**config.mk**
```make
export PLATFORM = sky130hd
export DESIGN_NAME = systolic_feed_ctrl_flat
export DESIGN_NICKNAME = d
export VERILOG_FILES = /design/src/rtl/systolic_feed_ctrl_if.sv /design/src/rtl/systolic_feed_ctrl.sv /design/src/flat_wrapper.sv
export SDC_FILE = /design/constraint.sdc
export NUM_CORES = 1
export LEC_CHECK = 0
export CORE_MARGIN = 1.5
export CORE_UTILIZATION = 65
export DETAILED_ROUTE_END_ITERATION = 8
export PLACE_DENSITY = 0.83
export SYNTH_ARGS = -nofsm -noshare
export SYNTH_HDL_FRONTEND = slang
export SYNTH_SLANG_ARGS = --single-unit
export TNS_END_PERCENT = 100
```
**constraint.sdc**
```tcl
create_clock -name clock -period 6.8 [get_ports clock]
set_clock_uncertainty 0.05 [all_clocks]
set_input_delay 1.02 -clock clock [delete_from_list [all_inputs] [get_ports clock]]
set_output_delay 1.02 -clock clock [all_outputs]
set_load 0.05 [all_outputs]
```
**src/rtl/systolic_feed_ctrl_if.sv**
```systemverilog
// Handshake and control bundle between dispatch, the matrix bus and the
// systolic feed sequencer.
interface systolic_feed_ctrl_if #(
  parameter int MAC_WIDTH = 16,
  parameter int KW        = 16
);
  logic                 start;
  logic [KW-1:0]        k_len;
  logic                 stall;
  logic                 mat_req;
  logic                 mat_valid;
  logic                 load_en;
  logic [MAC_WIDTH-1:0] row_en;
  logic                 acc_clear;
  logic                 drain_shift;
  logic                 busy;
  logic                 done;

  // Environment side: dispatch, matrix bus and downstream back-pressure.
  modport master (
    output start, k_len, stall, mat_valid,
    input  mat_req, load_en, row_en, acc_clear, drain_shift, busy, done
  );

  // Sequencer side.
  modport slave (
    input  start, k_len, stall, mat_valid,
    output mat_req, load_en, row_en, acc_clear, drain_shift, busy, done
  );
endinterface

```
**src/rtl/systolic_feed_ctrl.sv**
```systemverilog
// Systolic input skew sequencer: fetch one tile, pulse the skew-buffer write,
// drive the diagonal row-enable pattern into the MAC array, drain, report done.
//
//   state   | meaning
//   --------+-----------------------------------------------------------
//   S_IDLE  | waiting for start; k_len latched on accept
//   S_REQ   | mat_req high, waiting for mat_valid
//   S_LOAD  | one-cycle load_en into the skew FIFOs
//   S_FEED  | t = 0 .. k_len+MAC_WIDTH-2, pyramidal row_en
//   S_DRAIN | MAC_WIDTH non-stalled drain_shift cycles
//   S_DONE  | one-cycle done pulse
module systolic_feed_ctrl #(
  parameter int MAC_WIDTH = 16,
  parameter int KW        = 16,
  parameter int CW        = 17
) (
  input  logic                 clock,
  input  logic                 reset,
  systolic_feed_ctrl_if.slave  bus
);

  typedef enum logic [2:0] {
    S_IDLE,
    S_REQ,
    S_LOAD,
    S_FEED,
    S_DRAIN,
    S_DONE
  } state_t;

  localparam logic [CW-1:0] MW_C = CW'(MAC_WIDTH);

  state_t                state_q, state_d;
  logic [CW-1:0]         cnt_q, cnt_d;
  logic [KW-1:0]         klen_q, klen_d;
  logic                  mat_req_q, mat_req_d;

  logic [CW-1:0]         klen_ext;
  logic [CW-1:0]         feed_last;
  logic [CW-1:0]         drain_last;
  logic                  feed_act;
  logic [MAC_WIDTH-1:0]  row_en_w;

  // FEED only runs with k_len >= 1, so k_len+MAC_WIDTH-2 never underflows there.
  assign klen_ext   = CW'(klen_q);
  assign feed_last  = klen_ext + MW_C - CW'(2);
  assign drain_last = MW_C - CW'(1);

  // State, counter, latched k_len and the registered request.
  always_ff @(posedge clock) begin
    if (!reset) begin
      state_q   <= S_IDLE;
      cnt_q     <= '0;
      klen_q    <= '0;
      mat_req_q <= 1'b0;
    end else begin
      state_q   <= state_d;
      cnt_q     <= cnt_d;
      klen_q    <= klen_d;
      mat_req_q <= mat_req_d;
    end
  end

  // Next-state and counter sequencing; stall freezes FEED/DRAIN progress.
  always_comb begin
    state_d = state_q;
    cnt_d   = cnt_q;
    klen_d  = klen_q;
    case (state_q)
      S_IDLE: begin
        if (bus.start) begin
          klen_d  = bus.k_len;
          cnt_d   = '0;
          state_d = (bus.k_len == '0) ? S_DONE : S_REQ;
        end
      end
      S_REQ: begin
        if (bus.mat_valid) state_d = S_LOAD;
      end
      S_LOAD: begin
        cnt_d   = '0;
        state_d = S_FEED;
      end
      S_FEED: begin
        if (!bus.stall) begin
          if (cnt_q == feed_last) begin
            cnt_d   = '0;
            state_d = S_DRAIN;
          end else begin
            cnt_d = cnt_q + CW'(1);
          end
        end
      end
      S_DRAIN: begin
        if (!bus.stall) begin
          if (cnt_q == drain_last) begin
            cnt_d   = '0;
            state_d = S_DONE;
          end else begin
            cnt_d = cnt_q + CW'(1);
          end
        end
      end
      S_DONE: begin
        state_d = S_IDLE;
      end
      default: begin
        state_d = S_IDLE;
      end
    endcase
    mat_req_d = (state_d == S_REQ);
  end

  assign feed_act = (state_q == S_FEED) && !bus.stall;

  // Diagonal enable: row i active while i <= t < i+k_len (no subtraction).
  always_comb begin
    row_en_w = '0;
    for (int i = 0; i < MAC_WIDTH; i++) begin
      row_en_w[i] = feed_act && (CW'(i) <= cnt_q) && (cnt_q < (CW'(i) + klen_ext));
    end
  end

  assign bus.mat_req     = mat_req_q;
  assign bus.load_en     = (state_q == S_LOAD);
  assign bus.row_en      = row_en_w;
  assign bus.acc_clear   = feed_act && (cnt_q == '0);
  assign bus.drain_shift = (state_q == S_DRAIN) && !bus.stall;
  assign bus.busy        = (state_q != S_IDLE);
  assign bus.done        = (state_q == S_DONE);

endmodule

```
**src/flat_wrapper.sv**
```systemverilog
// flat-port wrapper written by rule: the top's interface ports become plain ports
module systolic_feed_ctrl_flat 
#(
  parameter int MAC_WIDTH = 16,
  parameter int KW        = 16,
  parameter int CW        = 17
)
  (clock, reset, bus_start, bus_k_len, bus_stall, bus_mat_valid, bus_mat_req, bus_load_en, bus_row_en, bus_acc_clear, bus_drain_shift, bus_busy, bus_done);
  systolic_feed_ctrl_if #(.MAC_WIDTH(MAC_WIDTH), .KW(KW)) bus_i ();
  input  logic clock;
  input  logic reset;
  input wire logic [$bits(bus_i.start)-1:0] bus_start;
  input wire logic [$bits(bus_i.k_len)-1:0] bus_k_len;
  input wire logic [$bits(bus_i.stall)-1:0] bus_stall;
  input wire logic [$bits(bus_i.mat_valid)-1:0] bus_mat_valid;
  output wire logic [$bits(bus_i.mat_req)-1:0] bus_mat_req;
  output wire logic [$bits(bus_i.load_en)-1:0] bus_load_en;
  output wire logic [$bits(bus_i.row_en)-1:0] bus_row_en;
  output wire logic [$bits(bus_i.acc_clear)-1:0] bus_acc_clear;
  output wire logic [$bits(bus_i.drain_shift)-1:0] bus_drain_shift;
  output wire logic [$bits(bus_i.busy)-1:0] bus_busy;
  output wire logic [$bits(bus_i.done)-1:0] bus_done;
  assign bus_i.start = bus_start;
  assign bus_i.k_len = bus_k_len;
  assign bus_i.stall = bus_stall;
  assign bus_i.mat_valid = bus_mat_valid;
  assign bus_mat_req = bus_i.mat_req;
  assign bus_load_en = bus_i.load_en;
  assign bus_row_en = bus_i.row_en;
  assign bus_acc_clear = bus_i.acc_clear;
  assign bus_drain_shift = bus_i.drain_shift;
  assign bus_busy = bus_i.busy;
  assign bus_done = bus_i.done;
  systolic_feed_ctrl #(.MAC_WIDTH(MAC_WIDTH), .KW(KW), .CW(CW)) u_core (.clock(clock), .reset(reset), .bus(bus_i));
endmodule
```
Yosys cells after proc, flatten, opt, wreduce, memory -nomap -nowiden

Index checks and enable logic that the tools add are counted.

Flip-flop bits (word level): 37
Input bits: 21
Output and inout port bits: 22
Logic and storage cells: 122

Add/sub/neg operators: 18
Magnitude comparators: 32
Equality and inequality tests: 11
Multiplexer cells: 14
Reductions and logical operators: 43

Operators by type and width:

| operator              | count |
|---|---|
| $lt 17x17->1          | 15 |
| $add 4x16->17 const A | 8 |
| $le 4x17->1 const A   | 8 |
| $mux 17               | 5 |
| $add 3x16->17 const A | 4 |
| $le 3x17->1 const A   | 4 |
| $pmux 17 s4           | 1 |
| $logic_and 1x1->1     | 35 |
| $add 2x16->17 const A | 2 |
| $le 1x17->1 const A   | 2 |
| $le 2x17->1 const A   | 2 |
| $mux 3                | 7 |
| $add 1x16->17 const A | 1 |
| $add 16x5->17 const B | 1 |
| $add 17x1->17 const B | 1 |
| $eq 17x17->1          | 1 |
| $eq 17x4->1 const B   | 1 |
| $logic_not 17->1      | 1 |
| $lt 17x16->1          | 1 |
| $sub 17x2->17 const B | 1 |
| $logic_not 16->1      | 1 |
| $pmux 3 s5            | 1 |
| $eq 3x1->1 const B    | 2 |
| $eq 3x2->1 const B    | 2 |
| 8 further kinds       | 11 |

Longest topological paths before layout

Gate-level depths: netlist of the first run.

Word-level depth: 7
Depth in mapped cells: 16
Gate-level depth less buffers: 14

Least setup slack after synthesis of the first run

OpenSTA, ideal clock, no wires.

Path kind: register to output
From: register u_core.klen_q[3]
To: output bus_row_en[9]
Data arrival time: 5444 ps
Required time: 5730 ps
Setup slack: 286 ps
Cell stages (with the launch flop): 15
Buffers on the path: 1
Cell sequence: dfxtp_1 clkinv_1 ha_1 clkbuf_1 a31oi_1 nor2_1 nand3_1 nor2_1 xnor2_1 ha_1 a21o_1 a211o_1 a211o_1 a41o_1 a2111oi_0

Word-level cells in the longest chain between the ends: 3

Ends and longest elaborated chain:

| item                     | line                      | text |
|---|---|---|
| start: declaration       | systolic_feed_ctrl.sv:35  | `logic [KW-1:0] klen_q, klen_d;` |
| start signal: assignment | systolic_feed_ctrl.sv:59  | `klen_q <= klen_d;` |
| $add 4x16->17            | systolic_feed_ctrl.sv:120 | `row_en_w[i] = feed_act && (CW'(i) <= cnt_q) && (cnt_q < (CW'(i) + klen_ext));` |
| $lt 17x17->1             | systolic_feed_ctrl.sv:120 |  |
| $logic_and 1x1->1        | systolic_feed_ctrl.sv:120 |  |
| end: declaration         | flat_wrapper.sv:18        | `output wire logic [$bits(bus_i.row_en)-1:0] bus_row_en;` |

Every way passes these cells.

Worst setup path in the final report of the first run

From: register u_core.klen_q[2]
To: output bus_row_en[7]

Word-level cells in the longest chain between the ends: 3

Ends and longest elaborated chain:

| item              | line |
|---|---|
| $add 3x16->17     | systolic_feed_ctrl.sv:120 |
| $lt 17x17->1      | systolic_feed_ctrl.sv:120 |
| $logic_and 1x1->1 | systolic_feed_ctrl.sv:120 |

Every way passes these cells.

==> results of run 1 <==
## power groups by stage
stage / registers, uW / logic (uW) / clock network (uW)
after floorplan: 239 / 321 / 0
after global placement: 249 / 445 / 0
after detailed placement: 250 / 460 / 0
after CTS: 245 / 464 / 284
after global routing: 247 / 518 / 291
final: 247 / 483 / 287
## cells by family (layout without fill, tap and decap cells)
kind of cell	Yosys count	after routing	synth area share
flops	37	37	0.0737
buf+inv	101	144	0.0389
simple gates	462	462	0.213
xor+xnor	201	201	0.175
compound gates	280	280	0.184
other cells	0	3	0
fa+ha+maj	253	253	0.315
## sequential cells by signal, indices dropped and copies added, names as in the netlist
| signal | flops |
|---|---|
| u_core.state_q | 3 |
| u_core.klen_q | 16 |
| u_core.cnt_q | 17 |
| u_core.bus.mat_req | 1 |
## how the worst max path moves through the flow
stage	end	slack, ns
3_5_place_dp	bus_row_en[11]	1.09
5_1_grt	bus_row_en[7]	0.42
4_1_cts	bus_row_en[11]	0.76
2_1_floorplan	bus_row_en[9]	0.29
3_3_place_gp	bus_row_en[12]	1.12
6_report	bus_row_en[7]	0.60
## metrics by stage
step,setup WS [ns],hold WS [ns]
4_1_cts,0.764,0.455
3_5_place_dp,1.09,0.447
3_3_place_gp,1.12,0.408
2_1_floorplan,0.286,0.551
6_report,0.596,0.455
5_1_grt,0.422,0.477
## cell usage after synthesis, types with 4 or more instances
library cell | instances | area, sq um
clkbuf_1 | 46 | 173
clkinv_1 | 4 | 15.0
and3_1 | 13 | 81.3
nand2_1 | 123 | 462
nand2b_1 | 20 | 125
a221oi_1 | 5 | 43.8
o211ai_1 | 4 | 30.0
a31oi_1 | 14 | 87.6
nor3_1 | 21 | 105
a21o_1 | 40 | 300
o2111ai_1 | 11 | 96.3
nor2_1 | 159 | 597
o21bai_1 | 5 | 37.5
xor2_1 | 18 | 158
a211o_1 | 7 | 61.3
a2111o_1 | 4 | 45.0
and4_1 | 4 | 35.0
buf_1 | 7 | 26.3
a211oi_1 | 8 | 60.1
a2111oi_0 | 10 | 87.6
or3_1 | 6 | 37.5
o21ai_0 | 51 | 255
xnor2_1 | 183 | 1600
inv_1 | 36 | 135
or2_2 | 4 | 25.0
nand3_1 | 35 | 175
ha_1 | 253 | 3170
dfxtp_1 | 37 | 741
nor4_1 | 11 | 68.8
a21oi_1 | 85 | 425
nand4_1 | 34 | 213
a21boi_0 | 16 | 120
inv_2 | 4 | 15.0
nor2b_1 | 23 | 144
## layout make-up
| type | instances | area, sq um | area share |
|---|---|---|---|
| diodes | 3 | 7.51 | 0.000681 |
| well taps | 188 | 235 | 0.0213 |
| repair buffers | 92 | 788 | 0.0715 |
| inverters | 44 | 165 | 0.0150 |
| clock inverters | 2 | 37.5 | 0.00340 |
| flip-flops and latches | 37 | 741 | 0.0672 |
| multi-input cells | 1196 | 8920 | 0.808 |
| clock buffers | 6 | 139 | 0.0126 |
## worst max-delay path, stage by stage, from the launching register on
cell and delay [ns]:
dfxtp_1 0.60, inv_1 0.33, ha_1 0.38, a21oi_1 0.47, nor2_1 0.23, xnor2_1 0.25, ha_1 0.29, a21o_1 0.16
a2111oi_0 0.42, o21ai_0 0.54, a21oi_1 0.33, clkdlybuf4s50_1 0.83
## layer usage
layer  global-route usage  vias to the layer above  part of all wire
met3                0.189                      327              0.14
met1                0.592                     4999              0.34
li1                     -                     4854                 -
met2                0.813                      857              0.41
met4                0.463                        0              0.11
met5                    0                        -                 0
==> flow_metrics.py, run 1 <==
metrics = {
    "outcome": {
        "status": "finished clean",
    },
    "yosys": {
        "syn_avg_cell_area_sq_um": 7.53,
        "synth_cell_types": 55,
        "async_flop_share": 0,
        "ys_warn_count": 0,
        "synth_fp_nets": 1608,
        "synth-edff-count": 0,
        "syn_area_sq_um": 10000,
        "synth_seq_area_share": 0.0737,
        "synth_cells": 1334,
        "synth_flop_cell": "dfxtp_1",
        "ys_ff_latch": 37,
    },
    "placement": {
        "gp_congestion": 1.10,
        "place_area_sq_um": 10800,
        "portBuffers": 42,
        "placedCellCount": 1557,
        "hpwl_um": 31300,
    },
    "clock_network": {
        "clockBufferDepth": 2,
        "cts_root_buf": "clkbuf_16",
        "cts_setup_buffers": 0,
        "clock_latency_ns": 0.30,
        "cts.sinks": 37,
        "ctsResizeCount": 0,
        "cts_tree": "done",
        "ctsHoldBuffers": 0,
        "h-tree-depth": 2,
        "clk_pin_slew_ns": 0.06,
        "cts_buffers": 5,
    },
    "min_path": {
        "min_path_type": "flop to flop",
        "whs_endpoint": "u_core.klen_q[11]",
        "worstHoldStart": "u_core.klen_q[11]",
        "whs_path_depth": 2,
    },
    "floorplanning": {
        "design.core.area_sq_um": 15100,
        "die-area_sq_um": 16200,
        "rows": 45,
        "ios": 43,
        "die_h_um": 127,
        "start_util": 0.663,
        "dieWidth_um": 127,
    },
    "grt": {
        "antenna_found_initial": 3,
        "grt_pass1_wl_um": 64700,
        "grt_overflow": 0,
        "grtUsageTotal": 0.534,
        "grt_max_degree": 28,
        "first_global_vias": 11100,
    },
    "power": {
        "p_sw_frac": 0.416,
        "power.internal_uw": 595,
        "ir_drop_v": 0.000169,
        "p_seq_frac": 0.243,
        "power.leakage_uw": 0.00472,
        "switchingPower_uw": 423,
        "clockPowerShare": 0.282,
        "power_uw": 1020,
        "powerDensity_nw_per_um2": 92.3,
        "pwr-share-comb": 0.475,
    },
    "timing": {
        "fmaxAchievable_mhz": 161,
        "slew_violations": 0,
        "final-hold-violation-count": 0,
        "setup_violations": 0,
        "fin_crit_ns": 6.20,
        "max_slew_margin": 0.184,
        "fin_crit_sh": 0.912,
        "worst_slew_pin_slew_ns": 1.22,
        "rsz0062_at_grt": "no",
        "finalSetupTns_ns": 0,
    },
    "finish": {
        "post-route-util": 0.728,
        "stdcell_count": 1568,
        "fin_nets": 1650,
        "final_common_cell": "ha_1",
        "mostFrequentLayoutCells": "ha_1 (253), xnor2_1 (183), nor2_1 (159)",
        "final_cell_area_sq_um": 11000,
        "fillers": 1181,
        "drive_gt1_frac": 0.0537,
        "syn2layout_area_growth_pct": 9.78,
    },
    "critical_path": {
        "cp.arrival_ns": 5.13,
        "cp.required_ns": 5.73,
        "worst-r2r-setup-slack_ns": 2.03,
        "startpoint": "u_core.klen_q[2]",
        "end_kind": "output pin",
        "critical_path_class": "flop to output pin",
        "start_kind": "flop",
        "rr_worst_depth": 14,
        "reg2reg_to": "u_core.cnt_q[10]",
        "path_max_fanout": 8,
        "timing.rr.start": "u_core.klen_q[3]",
    },
    "detailed_routing": {
        "wl_per_cell_um": 27.1,
        "wirelength_um": 42500,
        "drt_iter0_drc": 1388,
        "first_pass_iters": 8,
        "vias_per_cell": 7.04,
        "drc_errors": 0,
        "vias": 11000,
        "final_antenna_net_count": 0,
    },
    "flow_run": {
        "maxCapViolations": 0,
    },
}
Note: power is estimated with default switching activity, not from simulation.
==> inputs of run 2 (changes only) <==
SKIP_LAST_GASP = 1   (was default)
==> results of run 2 <==
The final DEF is identical to that of run 1; final timing and power are the same.
==> inputs of run 3 (changes only) <==
CORE_UTILIZATION = 58   (was 65)
PLACE_DENSITY = 0.78   (was 0.83)
clock period = 5.3 ns   (was 6.8 ns; I/O delays follow)
==> run 3 against run 2 <==
  * Total power rose by 27%
  * Highest routed layer unchanged
  * Largest cell class unchanged
  * Via count is 3.7% lower
  * Critical path type unchanged
  * Flip-flop and latch count stayed put
  * Critical path depth grew 2
  * Setup slack got worse by 0.56 ns
  * Worst hold slack improved by 0.039 ns
==> flow_metrics.py, run 3 (synthesis results as in run 1) <==
metrics = {
    "finish": {
        "drive_gt1_frac": 0.0781,
        "fin_nets": 1669,
        "final_common_cell": "ha_1",
        "mostFrequentLayoutCells": "ha_1 (253), xnor2_1 (183), nor2_1 (159)",
        "final_cell_area_sq_um": 11400,
        "top_register": "u_core.cnt_q",
        "stdcell_count": 1616,
        "top_regs": "u_core.cnt_q x17, u_core.klen_q x16, u_core.state_q x3",
        "syn2layout_area_growth_pct": 13.3,
        "antenna_cells": 0,
        "largest_register_ffs": 17,
    },
    "critical_path": {
        "cp_slowest_stage_delay_ns": 0.63,
        "start_kind": "flop",
        "cp.required_ns": 4.45,
        "path_cells": "nand2_1, nor3_1, nand2_1, nor2_1, xnor2_1, ha_1, nor2b_1, o21ai_0, o21ai_0, a2111oi_1, buf_4, o21a_1, buf_12",
        "end_kind": "output pin",
        "critical_path_class": "flop to output pin",
        "startpoint": "u_core.klen_q[7]",
        "timing.rr.start": "u_core.klen_q[7]",
        "crit_cells": 13,
        "crit_slowest_cell": "dfxtp_1",
        "cp.arrival_ns": 4.42,
        "rr_worst_depth": 13,
        "reg2reg_to": "u_core.cnt_q[14]",
        "path_max_fanout": 10,
        "crit_buf_inv": 2,
        "crit_path_end": "bus_row_en[4]",
        "crit_family": "simple AND/OR/NAND/NOR gates",
        "worst-r2r-setup-slack_ns": 0.66,
    },
    "grt": {
        "first_global_vias": 10400,
        "grt_max_degree": 22,
        "grt_pass1_wl_um": 59600,
        "antenna_found_initial": 0,
        "grtUsageTotal": 0.439,
        "grt_overflow": 0,
    },
    "timing": {
        "fin_crit_ns": 5.26,
        "fmaxAchievable_mhz": 190,
        "final-hold-violation-count": 0,
        "worst_slew_pin_slew_ns": 1.16,
        "fin_ws_ns": 0.0390,
        "max_slew_margin": 0.229,
        "rsz0062_at_grt": "no",
        "slew_violations": 0,
        "finalSetupTns_ns": 0,
        "setup_violations": 0,
        "fin_crit_sh": 0.993,
    },
    "placement": {
        "placedCellCount": 1608,
        "hpwl_um": 30600,
        "place_area_sq_um": 11200,
        "portBuffers": 42,
        "preCtsSetupSlack_ns": 0.101,
        "gp_congestion": 1.07,
    },
    "detailed_routing": {
        "first_pass_iters": 6,
        "final_antenna_net_count": 0,
        "drt-met1-wl_um": 15400,
        "drt_iter0_drc": 1013,
        "wirelength_um": 39700,
        "vias_per_cell": 6.58,
        "drc_errors": 0,
        "wl_met3_um": 3720,
        "vias": 10600,
        "maxUsedRoutingLayer": "met4",
        "dr_wl_met2_um": 17300,
        "wl_per_cell_um": 24.6,
    },
    "floorplanning": {
        "die_h_um": 135,
        "dieWidth_um": 135,
        "die-area_sq_um": 18100,
        "start_util": 0.599,
        "ios": 43,
        "rows": 47,
        "design.core.area_sq_um": 16800,
    },
    "min_path": {
        "min_path_type": "flop to flop",
    },
    "outcome": {
        "status": "finished clean",
    },
    "power": {
        "ir_drop_v": 0.000277,
        "powerDensity_nw_per_um2": 113,
        "power.leakage_uw": 0.00487,
    },
    "clock_network": {
        "cts_setup_buffers": 0,
        "clockBufferDepth": 2,
        "cts_tree": "done",
        "cts_root_buf": "clkbuf_16",
        "clock_latency_ns": 0.29,
        "clk_pin_slew_ns": 0.06,
        "cts.sinks": 37,
        "h-tree-depth": 2,
        "cts_buffers": 5,
    },
    "flow_run": {
        "maxCapViolations": 0,
    },
}
## run 3: changes by cell type in the layout (fill, tap and decap cells not counted), sizes merged
cell,delta
buf,+31
clkdlybuf4s50,-12
diode,-3
## run 3: cell type report
type	count	area [sq um]
Clock buffer	6	139
Clock inverter	2	37.5
Fill cell	1525	5380
Inverter	44	165
Multi-Input combinational cell	1196	8930
Sequential cell	37	742
Tap cell	220	275
Timing Repair Buffer	111	1090
## run 3: power by group
part | leakage [uW] | internal, uW | switching, uW
clock | 0.0000831 | 235 | 129
combinational | 0.00449 | 244 | 369
sequential | 0.000302 | 290 | 22.9
total | 0.00487 | 769 | 521
## run 3: worst min-delay path: stages, from the launching register on
cell and delay (ns):
dfxtp_1 0.35, nand2_1 0.07, a21boi_0 0.07
## run 3: routing by layer
| layer | track usage | up-vias |
|---|---|---|
| met5 | 0 | - |
| met4 | 0.335 | 0 |
| met3 | 0.0664 | 189 |
| met2 | 0.702 | 604 |
| met1 | 0.530 | 4948 |
| li1 | - | 4893 |
## run 3: stage by stage
stage | util | hold WS, ns | total power (uW)
after floorplan | - | 0.551 | 718
after global placement | 0.668 | 0.466 | 900
after detailed placement | 0.668 | 0.477 | 910
after CTS | 0.678 | 0.484 | 1270
after global routing | 0.679 | 0.520 | 1350
final | 0.679 | 0.495 | 1290
## run 3: what timing repair did
item,CTS,global route
setup endpoints to repair,1,4
hold buffers,0,0
gates resized for setup,1,4
## run 3: worst min path at each step
stage                                   end  slack, ns               from  cells past startpoint
after floorplan             u_core.cnt_q[3]       0.55    u_core.cnt_q[0]                      3
after global placement     u_core.klen_q[3]       0.47   u_core.klen_q[3]                      2
after detailed placement  u_core.klen_q[13]       0.48  u_core.klen_q[13]                      2
after CTS                 u_core.klen_q[13]       0.48  u_core.klen_q[13]                      2
after global routing       u_core.klen_q[3]       0.52   u_core.klen_q[3]                      2
final                     u_core.klen_q[13]       0.49  u_core.klen_q[13]                      2
